$ cat src/rtl/spi_slave_shift.sv
// spi_slave_shift -- SPI target-side shift engine, responder to spi_flash_shift.
//
// sclk, ss_n and mosi are oversampled in the clk domain. One character of
// 1..MAX_CHAR bits is shifted in on mosi while one is shifted out on miso.
// The host side sees a single-entry tx buffer and a right-justified rx word
// with a one-cycle valid pulse.
//
// Ports:
//   clk, rst          system clock, asynchronous active-high reset
//   len, lsb          character length (0 = MAX_CHAR) and bit order, latched at word start
//   cpol, cpha        SPI mode; change only while idle
//   tx_data, tx_load  parallel tx word and its write strobe (taken only when tx_ready)
//   tx_ready          tx buffer empty
//   rx_data, rx_valid last received word and its one-cycle update pulse
//   underrun          one-cycle pulse: a word started with the tx buffer empty
//   abort             one-cycle pulse: ss_n deasserted mid-word
//   busy              synchronised ss_n asserted
//   ss_n, sclk, mosi  SPI line inputs (asynchronous to clk)
//   miso, miso_oe     SPI data out and its output enable (= busy)
module spi_slave_shift #(
    parameter int Tp       = 1,
    parameter int MAX_CHAR = 32,
    parameter int LEN_BITS = 5
) (
    input  logic                clk,
    input  logic                rst,
    input  logic [LEN_BITS-1:0] len,
    input  logic                lsb,
    input  logic                cpol,
    input  logic                cpha,
    input  logic [MAX_CHAR-1:0] tx_data,
    input  logic                tx_load,
    output logic                tx_ready,
    output logic [MAX_CHAR-1:0] rx_data,
    output logic                rx_valid,
    output logic                underrun,
    output logic                abort,
    output logic                busy,
    input  logic                ss_n,
    input  logic                sclk,
    input  logic                mosi,
    output logic                miso,
    output logic                miso_oe
);

    localparam int CW = LEN_BITS + 1;

    // Tp only exists so this block drops into benches written for
    // spi_flash_shift; the RTL itself carries no delays.
    if (Tp < 0 || MAX_CHAR < 2 || MAX_CHAR > (1 << LEN_BITS)) begin : g_param_check
        $error("spi_slave_shift: unsupported parameter set");
    end

    typedef enum logic [1:0] {IDLE, LOAD, SHIFT} state_t;
    state_t state, state_nxt;

    // ---------------- synchronisers ----------------
    logic [2:0] sclk_q;
    logic [2:0] ss_q;
    logic [1:0] mosi_q;

    always_ff @(posedge clk or posedge rst) begin
        if (rst) begin
            sclk_q <= '0;
            ss_q   <= '1;
            mosi_q <= '0;
        end else begin
            sclk_q <= {sclk_q[1:0], sclk};
            ss_q   <= {ss_q[1:0], ss_n};
            mosi_q <= {mosi_q[0], mosi};
        end
    end

    logic ss_s, ss_fall, mosi_s, sclk_edge, lead_edge, trail_edge;
    logic sample_edge, drive_edge;

    assign ss_s        = ss_q[1];
    assign ss_fall     = ss_q[2] & ~ss_q[1];
    assign mosi_s      = mosi_q[1];
    assign sclk_edge   = sclk_q[1] ^ sclk_q[2];
    assign lead_edge   = sclk_edge & (sclk_q[2] == cpol);
    assign trail_edge  = sclk_edge & (sclk_q[1] == cpol);
    assign sample_edge = cpha ? trail_edge : lead_edge;
    assign drive_edge  = cpha ? lead_edge  : trail_edge;

    // ---------------- datapath declarations ----------------
    logic [CW-1:0]       cnt, bits_q, bits_w;
    logic [MAX_CHAR-1:0] tx_buf, tx_sr, tx_word, tx_init;
    logic [MAX_CHAR-1:0] rx_sr, rx_shift, rx_word;
    logic                load_en, sample_en, drive_en, word_done, abort_det;

    // ---------------- FSM: state register ----------------
    always_ff @(posedge clk or posedge rst) begin
        if (rst) state <= IDLE;
        else     state <= state_nxt;
    end

    // ---------------- FSM: next state ----------------
    always_comb begin
        state_nxt = state;
        if (state != IDLE && ss_s) begin
            state_nxt = IDLE;
        end else begin
            case (state)
                IDLE:    if (ss_fall) state_nxt = LOAD;
                LOAD:    state_nxt = SHIFT;
                SHIFT:   if (word_done) state_nxt = LOAD;
                default: state_nxt = IDLE;
            endcase
        end
    end

    // ---------------- FSM: outputs ----------------
    // cnt == bits_q means no bit of the current word has been sampled yet.
    // Suppressing drives then skips the cpha=1 first leading edge (bit 0 is
    // already out from LOAD) and, for cpha=0, the trailing edge of the
    // previous word's last bit that lands after a back-to-back LOAD.
    always_comb begin
        load_en   = (state == LOAD) && !ss_s;
        sample_en = (state == SHIFT) && !ss_s && sample_edge && (cnt != '0);
        drive_en  = (state == SHIFT) && !ss_s && drive_edge && (cnt != bits_q);
        word_done = sample_en && (cnt == CW'(1));
        abort_det = (state == SHIFT) && ss_s && (cnt != bits_q);
    end

    // ---------------- datapath ----------------
    assign busy    = ~ss_s;
    assign miso_oe = busy;

    assign bits_w  = (len == '0) ? CW'(MAX_CHAR) : {1'b0, len};
    assign tx_word = tx_ready ? '0 : tx_buf;
    // MSB-first words are left-aligned so the next bit is always the top bit.
    assign tx_init = lsb ? tx_word : (tx_word << (CW'(MAX_CHAR) - bits_w));

    assign rx_shift = lsb ? {mosi_s, rx_sr[MAX_CHAR-1:1]} : {rx_sr[MAX_CHAR-2:0], mosi_s};
    // LSB-first bits enter at the top; right-justify once the word is complete.
    assign rx_word  = lsb ? (rx_shift >> (CW'(MAX_CHAR) - bits_q)) : rx_shift;

    always_ff @(posedge clk or posedge rst) begin
        if (rst) begin
            tx_buf   <= '0;
            tx_ready <= 1'b1;
            tx_sr    <= '0;
            rx_sr    <= '0;
            rx_data  <= '0;
            rx_valid <= 1'b0;
            underrun <= 1'b0;
            abort    <= 1'b0;
            miso     <= 1'b0;
            cnt      <= '0;
            bits_q   <= '0;
        end else begin
            rx_valid <= word_done;
            underrun <= load_en & tx_ready;
            abort    <= abort_det;

            if (load_en) begin
                bits_q   <= bits_w;
                cnt      <= bits_w;
                rx_sr    <= '0;
                tx_sr    <= tx_init;
                miso     <= lsb ? tx_init[0] : tx_init[MAX_CHAR-1];
                tx_ready <= 1'b1;
            end else begin
                if (sample_en) begin
                    cnt   <= cnt - CW'(1);
                    rx_sr <= rx_shift;
                    if (word_done) rx_data <= rx_word;
                end
                if (drive_en) begin
                    tx_sr <= lsb ? (tx_sr >> 1) : (tx_sr << 1);
                    miso  <= lsb ? tx_sr[1] : tx_sr[MAX_CHAR-2];
                end
            end

            // Placed after LOAD so a same-cycle write stays buffered while
            // LOAD takes the previous contents.
            if (tx_load && tx_ready) begin
                tx_buf   <= tx_data;
                tx_ready <= 1'b0;
            end
        end
    end

endmodule
$ cat config.mk
export PLATFORM = sky130hd
export DESIGN_NAME = spi_slave_shift
export DESIGN_NICKNAME = d
export VERILOG_FILES = /design/src/rtl/spi_slave_shift.sv
export SDC_FILE = /design/constraint.sdc
export NUM_CORES = 1
export LEC_CHECK = 0
export BUFFER_PORTS_ARGS = -buffer_cell sky130_fd_sc_hd__buf_2
export CAP_MARGIN = 5
export CORE_MARGIN = 8
export CORE_UTILIZATION = 55
export CTS_CLUSTER_SIZE = 20
export DETAILED_ROUTE_END_ITERATION = 12
export PLACE_DENSITY = 0.74
export SYNTH_ARGS = -nofsm -noshare
export SYNTH_HDL_FRONTEND = slang
export SYNTH_SLANG_ARGS = --single-unit
$ cat constraint.sdc
create_clock -name clk -period 13.5 [get_ports clk]
set_input_delay 0.675 -clock clk [delete_from_list [all_inputs] [get_ports clk]]
set_output_delay 0.675 -clock clk [all_outputs]
set_load 0.005 [all_outputs]
==> Yosys cells after proc, flatten, opt, wreduce, memory -nomap -nowiden <==
Cells that the tools add are included.
W data, S select, Z words.
{ "word_totals": {"reg_bits": 155, "in_bits": 46, "out_inout_bits": 39, "word_cells": 80} }
{ "op_classes": {"add_sub_neg": 3, "eq_ne": 8, "shift": 2, "mux": 24, "bitwise_logic": 7, "reduce_logical": 21} }
{ "op_table": {"columns": ["op", "n"], "rows": [
  ["$mux W32", 9],
  ["$shl A32 B6 Y32", 1],
  ["$shr A32 B6 Y32", 1],
  ["$mux W6", 3],
  ["$sub A6 B6 Y6 const A", 2],
  ["$logic_and A1 B1 Y1", 11],
  ["$mux W1", 8],
  ["$reduce_bool A2 Y1", 4],
  ["$eq A6 B1 Y1 const B", 1],
  ["$mux W2", 3],
  ["$ne A3 B3 Y1 const B", 2],
  ["$ne A6 B6 Y1", 1],
  ["$pmux W2 S3", 1],
  ["$reduce_bool A6 Y1", 1],
  ["$sub A6 B1 Y6 const B", 1],
  ["$logic_not A5 Y1", 1],
  ["$and A1 B1 Y1", 4],
  ["$reduce_and A3 Y1", 1],
  ["$eq A1 B1 Y1", 2],
  ["$eq A2 B1 Y1 const B", 1],
  ["$eq A2 B2 Y1 const B", 1],
  ["$logic_not A2 Y1", 1],
  ["$not A1 Y1", 2],
  ["$reduce_and A2 Y1", 1],
  ["2 further kinds", 2]
]} }

==> Logic depth before layout (Yosys ltp) <==
Gate-level depths: netlist of run 1.
{ "depth": {"depth_word": 9, "depth_mapped": 15, "depth_no_buf": 8} }

==> Worst setup path before layout of run 1 <==
Ideal clock, no wire load.
{ "synth_path": {"path_type": "in2reg", "from": "input port len[0]", "to": "register tx_sr[15]", "setup_time_ns": 0.142, "arrival_ns": 3.262, "required_time_ns": 13.358, "setup_slack_ns": 10.097, "path_stages": 12, "path_buffers": 4, "path_cell_list": "clkbuf_1 -> buf_2 -> buf_2 -> inv_1 -> ha_1 -> xor2_2 -> buf_4 -> mux2_2 -> a221oi_1 -> a31oi_1 -> a221oi_1 -> a211oi_1"} }
{ "synth_between": {"elab_chain_len": 6} }
{ "synth_rtl": {"columns": ["item", "line", "source"], "rows": [
  ["start, declared", "27", "input logic [LEN_BITS-1:0] len,"],
  ["$logic_not A5 Y1", "130", "assign bits_w = (len == '0) ? CW'(MAX_CHAR) : {1'b0, len};"],
  ["$mux W6 (*)", "130", null],
  ["$sub A6 B6 Y6 (*)", "133", "assign tx_init = lsb ? tx_word : (tx_word << (CW'(MAX_CHAR) - bits_w));"],
  ["$shl A32 B6 Y32 (*)", "133", null],
  ["$mux W32 (*)", "133", null],
  ["$mux W32 (*)", "157", "if (load_en) begin"],
  ["end signal, assigned", "161", "tx_sr <= tx_init;"],
  ["end signal, assigned", "171", "tx_sr <= lsb ? (tx_sr >> 1) : (tx_sr << 1);"],
  ["end, declared", "88", "logic [MAX_CHAR-1:0] tx_buf, tx_sr, tx_word, tx_init;"]
]} }
Every way passes the cells marked *; elsewhere a longest branch is shown, timed or not.
A chain may end at the register's enable or synchronous reset.

==> Worst setup path in the final report of run 1 <==
{ "layout_path": {"from": "input port len[0]", "to": "register tx_sr[28]"} }
Same word-level chain as after synthesis.

==> flow_summary.yaml, run 1 <==
cells_and_area:
  areaGrowthSynthToFinish_pct: 8.54
  finalNonFillerCells: 1489
  fillers: 1788
  layout.nets: 1257
  regArea_um2: 3880
  drive_above_1_share_pct: 23.0
  multi_input_area_um2: 6970
  diodes: 0
power:
  clkPwrFrac_pct: 22.6
  power.net_switching_uw: 870
  seq_power_share_pct: 35.9
  leakage_uw: 0.00519
  power_frac_comb_pct: 41.5
  p_per_area_nw_per_um2: 167
  internal_power_uw: 1200
  irDropWorstVdd_mv: 0.111
  p_sw_share_pct: 41.9
route:
  wl_mm: 33.2
  firstDrtPassIters: 6
  vias: 9893
  wl_per_cell_um: 22.3
  vias_per_cell: 6.64
  drt-initial-drc-count: 1077
  detail-route-antenna-nets: 0
  remaining_drc_errors: 0
critical_path:
  slowest_stage: "ha_1"
  endpoint_kind: "register"
  startpoint_type: "input port"
  crit_required_ns: 13.83
  path_cells: "buf_2 > buf_4 > inv_1 > ha_1 > inv_1 > mux2i_1 > a2bb2oi_1 > a21boi_0 > mux2i_1 > o311ai_1"
  critPathMaxStageDelay_ns: 0.76
  cpLargestDelayFamily: "buffers and inverters"
  arrival_ns: 4.03
  crit_path_max_fanout: 41
  worst-setup-path-type: "in -> reg"
  critical_path_buf_inv_count: 4
logic_synthesis:
  postSynthAreaPerCell_um2: 9.52
  synthTopCellsByCount: "dfrtp_1, mux2i_1, nand2_1"
  synth_edf_count: 0
  synthTopCellsByArea: "dfrtp_1, mux2i_1, mux4_2"
  syn_inst: 1199
  ys_ff_latch: 155
  ys_seq_area_share_pct: 34.0
  synth_area_leader_cell: "dfrtp_1"
  syn_nets: 1250
  async_reset_ff_share_pct: 100
  synth.most_common_cell: "dfrtp_1"
  yosysTopAreaCellShare_pct: 33.1
  synth.cell_area_um2: 11400
  synth_cell_types: 76
  yosysWarnings: 0
  synth_ff_type: "dfrtp_1"
timing:
  finalCritPeriodShare_pct: 27.4
  holdWs_ns: 0.331
  grt_setup_unrepaired: "no"
  worstMarginPinSlew_ns: 1.12
  relSlewSlack_pct: 25.1
  slew_violations: 0
  setup_viol: 0
  finalHoldViolCount: 0
  fmax_mhz: 271
  period_needed_ns: 3.70
  finalClockSkew_ns: 0.00949
  finalSetupTns_ns: 0
floorplan:
  die_x_um: 160
  num_rows: 52
  die_h_um: 160
  fp.dieArea_um2: 25600
  initial_core_util_pct: 56.2
  io_pins: 85
  core_um2: 20300
flow_run:
  max-cap-violations: 0
placement:
  placedCellCount: 1457
  port-buffer-count: 84
  hpwl_mm: 23.5
  finalWeightedCongestion: 0.902
cts:
  cts_inserted_buffers: 17
  cts_tree: "done"
  cts-root-buf: "clkbuf_16"
  htreeDepth: 4
  cts_hold_buf: 0
  path_clk_slew_ns: 0.07
  cts_buffer_depth: 2
  cts_resized: 0
  post-cts-setup-buffers: 0
  cts_sinks: 155
  clock_latency_ns: 0.44
global_routing:
  antenna_found_initial: 0
  grt_max_degree: 99
  grt_pass1_vias: 9659
  grt-ovfl-total: 0
  grt_pass1_wl_mm: 53.7
  track_usage_pct: 25.9
status:
  outcome: "completed"
min_path:
  hold_class: "in -> reg"
[flip-flops by register name, indices dropped and copies added (netlist names)]
name / count
miso: 1
tx_buf: 32
underrun: 1
rx_sr: 32
bits_q: 6
abort: 1
mosi_q: 2
state: 2
sclk_q: 3
ss_q: 3
tx_ready: 1
rx_valid: 1
rx_data: 32
cnt: 6
tx_sr: 32
[path summary, 6_finish.rpt]
kind / startpoint / end / slack, ns / cells past startpoint
max: len[0] / tx_sr[28]$_DFFE_PP0P_ / 9.80 / 10
min: ss_n / ss_q[0]$_DFF_PP1_ / 0.33 / 1
max reg2reg: bits_q[1]$_DFFE_PP0P_ / rx_data[12]$_DFFE_PP0P_ / 9.93 / 8
min reg2reg: sclk_q[0]$_DFF_PP0_ / sclk_q[1]$_DFF_PP0_ / 0.35 / 0
max in group asynchronous: rst / rx_sr[13]$_DFFE_PP0P_ / 11.75 / 3
min in group asynchronous: rst / sclk_q[0]$_DFF_PP0_ / 0.43 / 2
[worst register-to-register path, stage by stage, from the launching register on]
cell      delay (ns)
dfrtp_1         0.48
inv_1           0.09
ha_1            0.28
buf_4           0.27
inv_1           0.76
mux4_2          0.60
mux2i_1         0.40
o221ai_1        0.24
o32a_1          0.34
[through the flow]
| step | worst slack (ns) | power [µW] | util, % | instance area, µm² |
|---|---|---|---|---|
| after CTS | 9.87 | 2060 | 61.0 | 12400 |
| after global routing | 9.60 | 2190 | 61.0 | 12400 |
| after floorplan | 8.65 | 1350 | - | 11400 |
| after global placement | 9.44 | 1590 | 58.2 | 11800 |
| final | 9.80 | 2080 | 61.0 | 12400 |
| after detailed placement | 9.42 | 1590 | 58.2 | 11800 |
[power by group through the flow]
stage          Clock [µW]  Sequential, µW  Combinational, µW
2_1_floorplan           0             669                678
3_3_place_gp            0             743                843
3_5_place_dp            0             745                846
4_1_cts               476             737                851
5_1_grt               495             761                932
6_report              470             744                861
[routing by layer]
metal | share of wire (%) | track usage (%) | wire length, µm | vias up
li1 | - | - | - | 4529
met1 | 44 | 35.6 | 14500 | 4846
met2 | 45 | 39.4 | 15100 | 449
met3 | 7.6 | 5.27 | 2530 | 69
met4 | 3.2 | 10.4 | 1060 | 0
met5 | 0 | 0 | 0 | -
[cells in the final DEF (no fill, tap or decap), drive strengths merged, types with 4 or more instances in the layout]
master | synthesis | layout
dfstp | 4 | 4
and2 | 10 | 10
nand3 | 47 | 47
o311a | 4 | 4
buf | 53 | 99
or4 | 4 | 4
a21o | 4 | 4
nor4 | 11 | 11
dfrtp | 151 | 151
nor2b | 15 | 15
nand2b | 6 | 6
xnor2 | 13 | 13
a32oi | 7 | 7
nor3 | 19 | 19
a22oi | 11 | 11
and3 | 5 | 5
a211o | 4 | 4
a31oi | 7 | 7
clkinv | 1 | 5
a21oi | 89 | 89
nand2 | 102 | 102
o22a | 6 | 6
mux4 | 47 | 47
inv | 23 | 31
o221ai | 6 | 6
mux2 | 84 | 84
or3 | 5 | 5
a211oi | 10 | 10
o31ai | 4 | 4
clkbuf | 58 | 18
o21ai | 88 | 88
o211ai | 16 | 16
mux2i | 110 | 110
o22ai | 12 | 12
o41ai | 6 | 6
ha | 5 | 5
nor2 | 81 | 81
a21boi | 9 | 9
a221oi | 14 | 14
a2bb2oi | 8 | 8
[cell type report]
cell class / count / share of cell area [%]
repair buffers: 99 / 4.32
multi-input cells: 909 / 56.3
well taps: 270 / 2.73
clock buffers: 18 / 3.55
clock inverters: 14 / 1.02
flip-flops and latches: 155 / 31.4
inverters: 24 / 0.768
[cells by family (layout without fill, tap and decap cells)]
group                      Yosys count  count (layout)  share of synthesized area (%)
DFF                                155             155                           34.0
buffers and inverters              135             155                           5.17
xor gates and xnor gates            16              16                           1.36
adders and majority gates            5               5                          0.548
AOI/OAI and AO/OA                  332             332                           18.9
and+or+nand+nor                    315             315                           12.8
muxes                              241             241                           27.3
(Power assumes the default switching activity.)
==> run 2, diff against run 1 <==
PLACE_DENSITY = 0.77   (was 0.74)
clock period = 3.3 ns   (was 13.5 ns; I/O delays follow)
==> flow_summary.yaml, run 2 (same netlist as run 1, synthesis figures left out) <==
floorplan:
  io_pins: 85
  initial_core_util_pct: 56.2
  num_rows: 52
  fp.dieArea_um2: 25600
  core_um2: 20300
  die_h_um: 160
  die_x_um: 160
cells_and_area:
  areaGrowthSynthToFinish_pct: 14.0
  layout.nets: 1317
  layout_common_cells: "dfrtp_1, mux2i_1, nand2_1"
  diodes: 0
  fillers: 1655
  final_common_cell: "dfrtp_1"
  final_area_um2: 13000
  drive_above_1_share_pct: 23.6
  multi_input_area_um2: 6970
  regArea_um2: 3880
cts:
  cts_hold_buf: 36
  cts_tree: "done"
  cts_buffer_depth: 2
  htreeDepth: 4
  cts_inserted_buffers: 17
  path_clk_slew_ns: 0.07
  cts_sinks: 155
  cts_resized: 0
  post-cts-setup-buffers: 0
  cts-root-buf: "clkbuf_16"
  clock_latency_ns: 0.44
timing:
  finalSetupTns_ns: 0
  worstMarginPinSlew_ns: 0.922
  holdWs_ns: -0.0860
  finalCritPeriodShare_pct: 91.9
  setup_viol: 0
  finalHoldViolCount: 49
  grt_setup_unrepaired: "no"
  fmax_mhz: 330
  period_needed_ns: 3.03
  slew_violations: 0
  finalWorstSetupSlack_ns: 0.267
  relSlewSlack_pct: 38.1
  finalClockSkew_ns: 0.0140
power:
  p_per_area_nw_per_um2: 670
  clkPwrFrac_pct: 23.3
  leakage_uw: 0.00548
  irDropWorstVdd_mv: 0.419
  p_sw_share_pct: 40.2
  power.net_switching_uw: 3510
  internal_power_uw: 5220
  seq_power_share_pct: 34.3
  power_frac_comb_pct: 42.3
critical_path:
  crit_path_max_fanout: 13
  slowest_stage: "mux4_2"
  critPathMaxStageDelay_ns: 0.56
  cpLargestDelayFamily: "multiplexers"
  worst-setup-path-type: "reg -> reg"
  path_cells: "inv_1 > ha_1 > xor2_4 > mux4_2 > mux2i_1 > o221ai_1 > o32a_1"
  endpoint_kind: "register"
  crit_required_ns: 3.63
  arrival_ns: 3.36
  startpoint_type: "register"
  critical_path_buf_inv_count: 1
route:
  firstDrtPassIters: 8
  vias: 10100
  remaining_drc_errors: 0
  drt-initial-drc-count: 1154
  vias_per_cell: 6.54
  detail-route-antenna-nets: 0
  wl_mm: 33.1
  wl_per_cell_um: 21.4
flow_run:
  max-cap-violations: 0
global_routing:
  grt_pass1_vias: 9859
  grt-ovfl-total: 0
  grt_pass1_wl_mm: 54.2
  track_usage_pct: 25.9
  grt_max_degree: 156
  antenna_found_initial: 0
placement:
  place_ws_ns: 0.347
  place_area_um2: 12100
  port-buffer-count: 84
  hpwl_mm: 23.8
  finalWeightedCongestion: 0.958
status:
  violations: "hold timing"
  outcome: "finished with violations"
min_path:
  hold_class: "in -> async"
[run 2: final timing paths]
check                                            from                      end  slack, ns  cells past startpoint
worst min register to register    sclk_q[0]$_DFF_PP0_      sclk_q[1]$_DFF_PP0_       0.35                      0
worst max register to register  bits_q[1]$_DFFE_PP0P_  rx_data[12]$_DFFE_PP0P_       0.27                      7
max in group asynchronous                         rst  rx_data[16]$_DFFE_PP0P_       2.66                      3
worst max-delay path            bits_q[1]$_DFFE_PP0P_  rx_data[12]$_DFFE_PP0P_       0.27                      7
worst min-delay path                              rst    rx_sr[13]$_DFFE_PP0P_      -0.09                      3
min in group clk                               len[3]    bits_q[3]$_DFFE_PP0P_       0.06                      3
[run 2: power groups by stage]
stage	sequential, µW	combinational (µW)	clock (µW)
floorplan	2740	2790	0
global placement	2980	3560	0
detailed placement	2990	3580	0
CTS	2960	3640	2050
global route	3040	3990	2140
finish	3000	3690	2040
[run 2: cell type report]
cell class              count  area share, %
multi-input cells         909           53.5
clock buffers              22           3.64
repair buffers            159           8.65
well taps                 270           2.60
inverters                  24          0.721
clock inverters            10          0.990
flip-flops and latches    155           29.9
[run 2: layer usage]
layer	GRT usage, %	wire, µm	vias up
met2	39.3	15000	499
met5	0	0	-
li1	-	-	4655
met4	11.3	1210	0
met3	4.11	2630	96
met1	35.9	14300	4886
[run 2: metrics by stage]
stage	hold slack, ns	cells	utilization (%)	total power [µW]
2_1_floorplan	0.169	1199	-	5520
3_3_place_gp	0.271	1481	59.4	6540
3_5_place_dp	0.271	1481	59.4	6570
4_1_cts	0.0242	1549	64.1	8650
5_1_grt	0.0781	1549	64.1	9170
6_report	-0.0860	1549	64.1	8730
[run 2: tightest hold or removal path: cells and delay by family]
family,cells,cell delay [ns]
buffers and inverters,3,0.70
==> run 3, diff against run 2 <==
MAX_ROUTING_LAYER = met4   (was default)
==> flow_summary.yaml, run 3 (same netlist as run 1, synthesis figures left out) <==
status:
  outcome: "completed"
cells_and_area:
  fillers: 1677
  finalNonFillerCells: 1551
  layout.nets: 1319
  final_common_cell: "dfrtp_1"
  areaGrowthSynthToFinish_pct: 14.1
  drive_above_1_share_pct: 23.7
  diodes: 0
  layout_common_cells: "dfrtp_1, mux2i_1, nand2_1"
  final_area_um2: 13000
route:
  remaining_drc_errors: 0
  firstDrtPassIters: 5
  detail-route-antenna-nets: 0
  wl_per_cell_um: 21.9
  vias: 10300
  drt-initial-drc-count: 1058
  vias_per_cell: 6.66
  wl_mm: 33.9
critical_path:
  endpoint_kind: "register"
  crit_path_max_fanout: 15
  arrival_ns: 3.44
  startpoint_type: "register"
  worst-setup-path-type: "reg -> reg"
  crit_required_ns: 3.62
placement:
  hpwl_mm: 24.5
  place_area_um2: 12100
  finalWeightedCongestion: 1.03
  port-buffer-count: 84
  placedCellCount: 1483
global_routing:
  antenna_found_initial: 0
  grt_max_degree: 108
  grt-ovfl-total: 0
  track_usage_pct: 27.3
  grt_pass1_wl_mm: 55.2
  grt_pass1_vias: 9922
power:
  power_uw: 8760
  p_per_area_nw_per_um2: 672
  irDropWorstVdd_mv: 0.492
  leakage_uw: 0.00549
cts:
  cts-root-buf: "clkbuf_16"
  cts_inserted_buffers: 17
  cts_resized: 0
  cts_tree: "done"
  htreeDepth: 4
  clock_latency_ns: 0.43
  cts_sinks: 155
  cts_buffer_depth: 2
  path_clk_slew_ns: 0.07
floorplan:
  die_x_um: 160
  num_rows: 52
  fp.dieArea_um2: 25600
  io_pins: 85
  core_um2: 20300
  initial_core_util_pct: 56.2
  die_h_um: 160
timing:
  finalCritPeriodShare_pct: 94.6
  grt_setup_unrepaired: "no"
  fmax_mhz: 320
  worstMarginPinSlew_ns: 0.971
  period_needed_ns: 3.12
  setup_viol: 0
  slew_violations: 0
  holdWs_ns: 0.0226
  finalSetupTns_ns: 0
  finalHoldViolCount: 0
  relSlewSlack_pct: 34.7
  finalClockSkew_ns: 0.00930
min_path:
  hold_class: "in -> reg"
flow_run:
  max-cap-violations: 0
run 3: stage by stage:
step	setup slack, ns	utilization [%]
2_1_floorplan	0.0536	-
3_3_place_gp	0.271	59.5
3_5_place_dp	0.202	59.5
4_1_cts	0.166	64.2
5_1_grt	0.0204	64.2
6_report	0.178	64.2
run 3: area by class of cell:
| type | instances | area (µm²) | area share, % |
|---|---|---|---|
| sequential | 155 | 3880 | 29.8 |
| multi-input combinational | 909 | 6970 | 53.5 |
| clock inverter | 12 | 139 | 1.07 |
| tap | 270 | 338 | 2.59 |
| clock buffer | 20 | 447 | 3.43 |
| timing repair buffer | 161 | 1150 | 8.86 |
| inverter | 24 | 93.8 | 0.720 |
run 3: where the power goes:
group / switching [µW] / total, µW / internal [µW]
sequential: 633 / 3020 / 2390
combinational: 2080 / 3750 / 1670
clock: 845 / 1990 / 1140
total: 3560 / 8760 / 5200
run 3: repair_timing:
action / 4_1_cts / 5_1_grt
endpoints found under the setup margin: 0 / 2
hold endpoints to repair: 69 / 0
hold buffers: 36 / 0
setup buffers: 0 / 0
run 3: worst paths after layout:
path                                  startpoint                      end  slack [ns]  cells after the start
hold reg to reg              sclk_q[0]$_DFF_PP0_      sclk_q[1]$_DFF_PP0_        0.35                      0
setup / recovery           bits_q[1]$_DFFE_PP0P_  rx_data[12]$_DFFE_PP0P_        0.18                      7
setup reg to reg           bits_q[1]$_DFFE_PP0P_  rx_data[12]$_DFFE_PP0P_        0.18                      7
min in group asynchronous                    rst      sclk_q[0]$_DFF_PP0_        0.42                      3
hold / removal                            len[4]    bits_q[4]$_DFFE_PP0P_        0.02                      3
max in group asynchronous                    rst        ss_q[0]$_DFF_PP1_        2.01                      4
run 3: worst max-delay path: stages, from the launching register on:
cell	delay, ns
dfrtp_1	0.48
inv_1	0.13
ha_1	0.35
xor2_4	0.53
mux4_2	0.58
mux2i_1	0.40
o221ai_1	0.23
o32a_1	0.32
run 3: metal layers:
| layer | GRT usage [%] | part of all wire, % | up-vias |
|---|---|---|---|
| met3 | 4.47 | 8.8 | 104 |
| met5 | - | 0 | - |
| met1 | 37.3 | 43 | 4976 |
| li1 | - | - | 4651 |
| met2 | 39.6 | 45 | 600 |
| met4 | 11.5 | 3.8 | 0 |
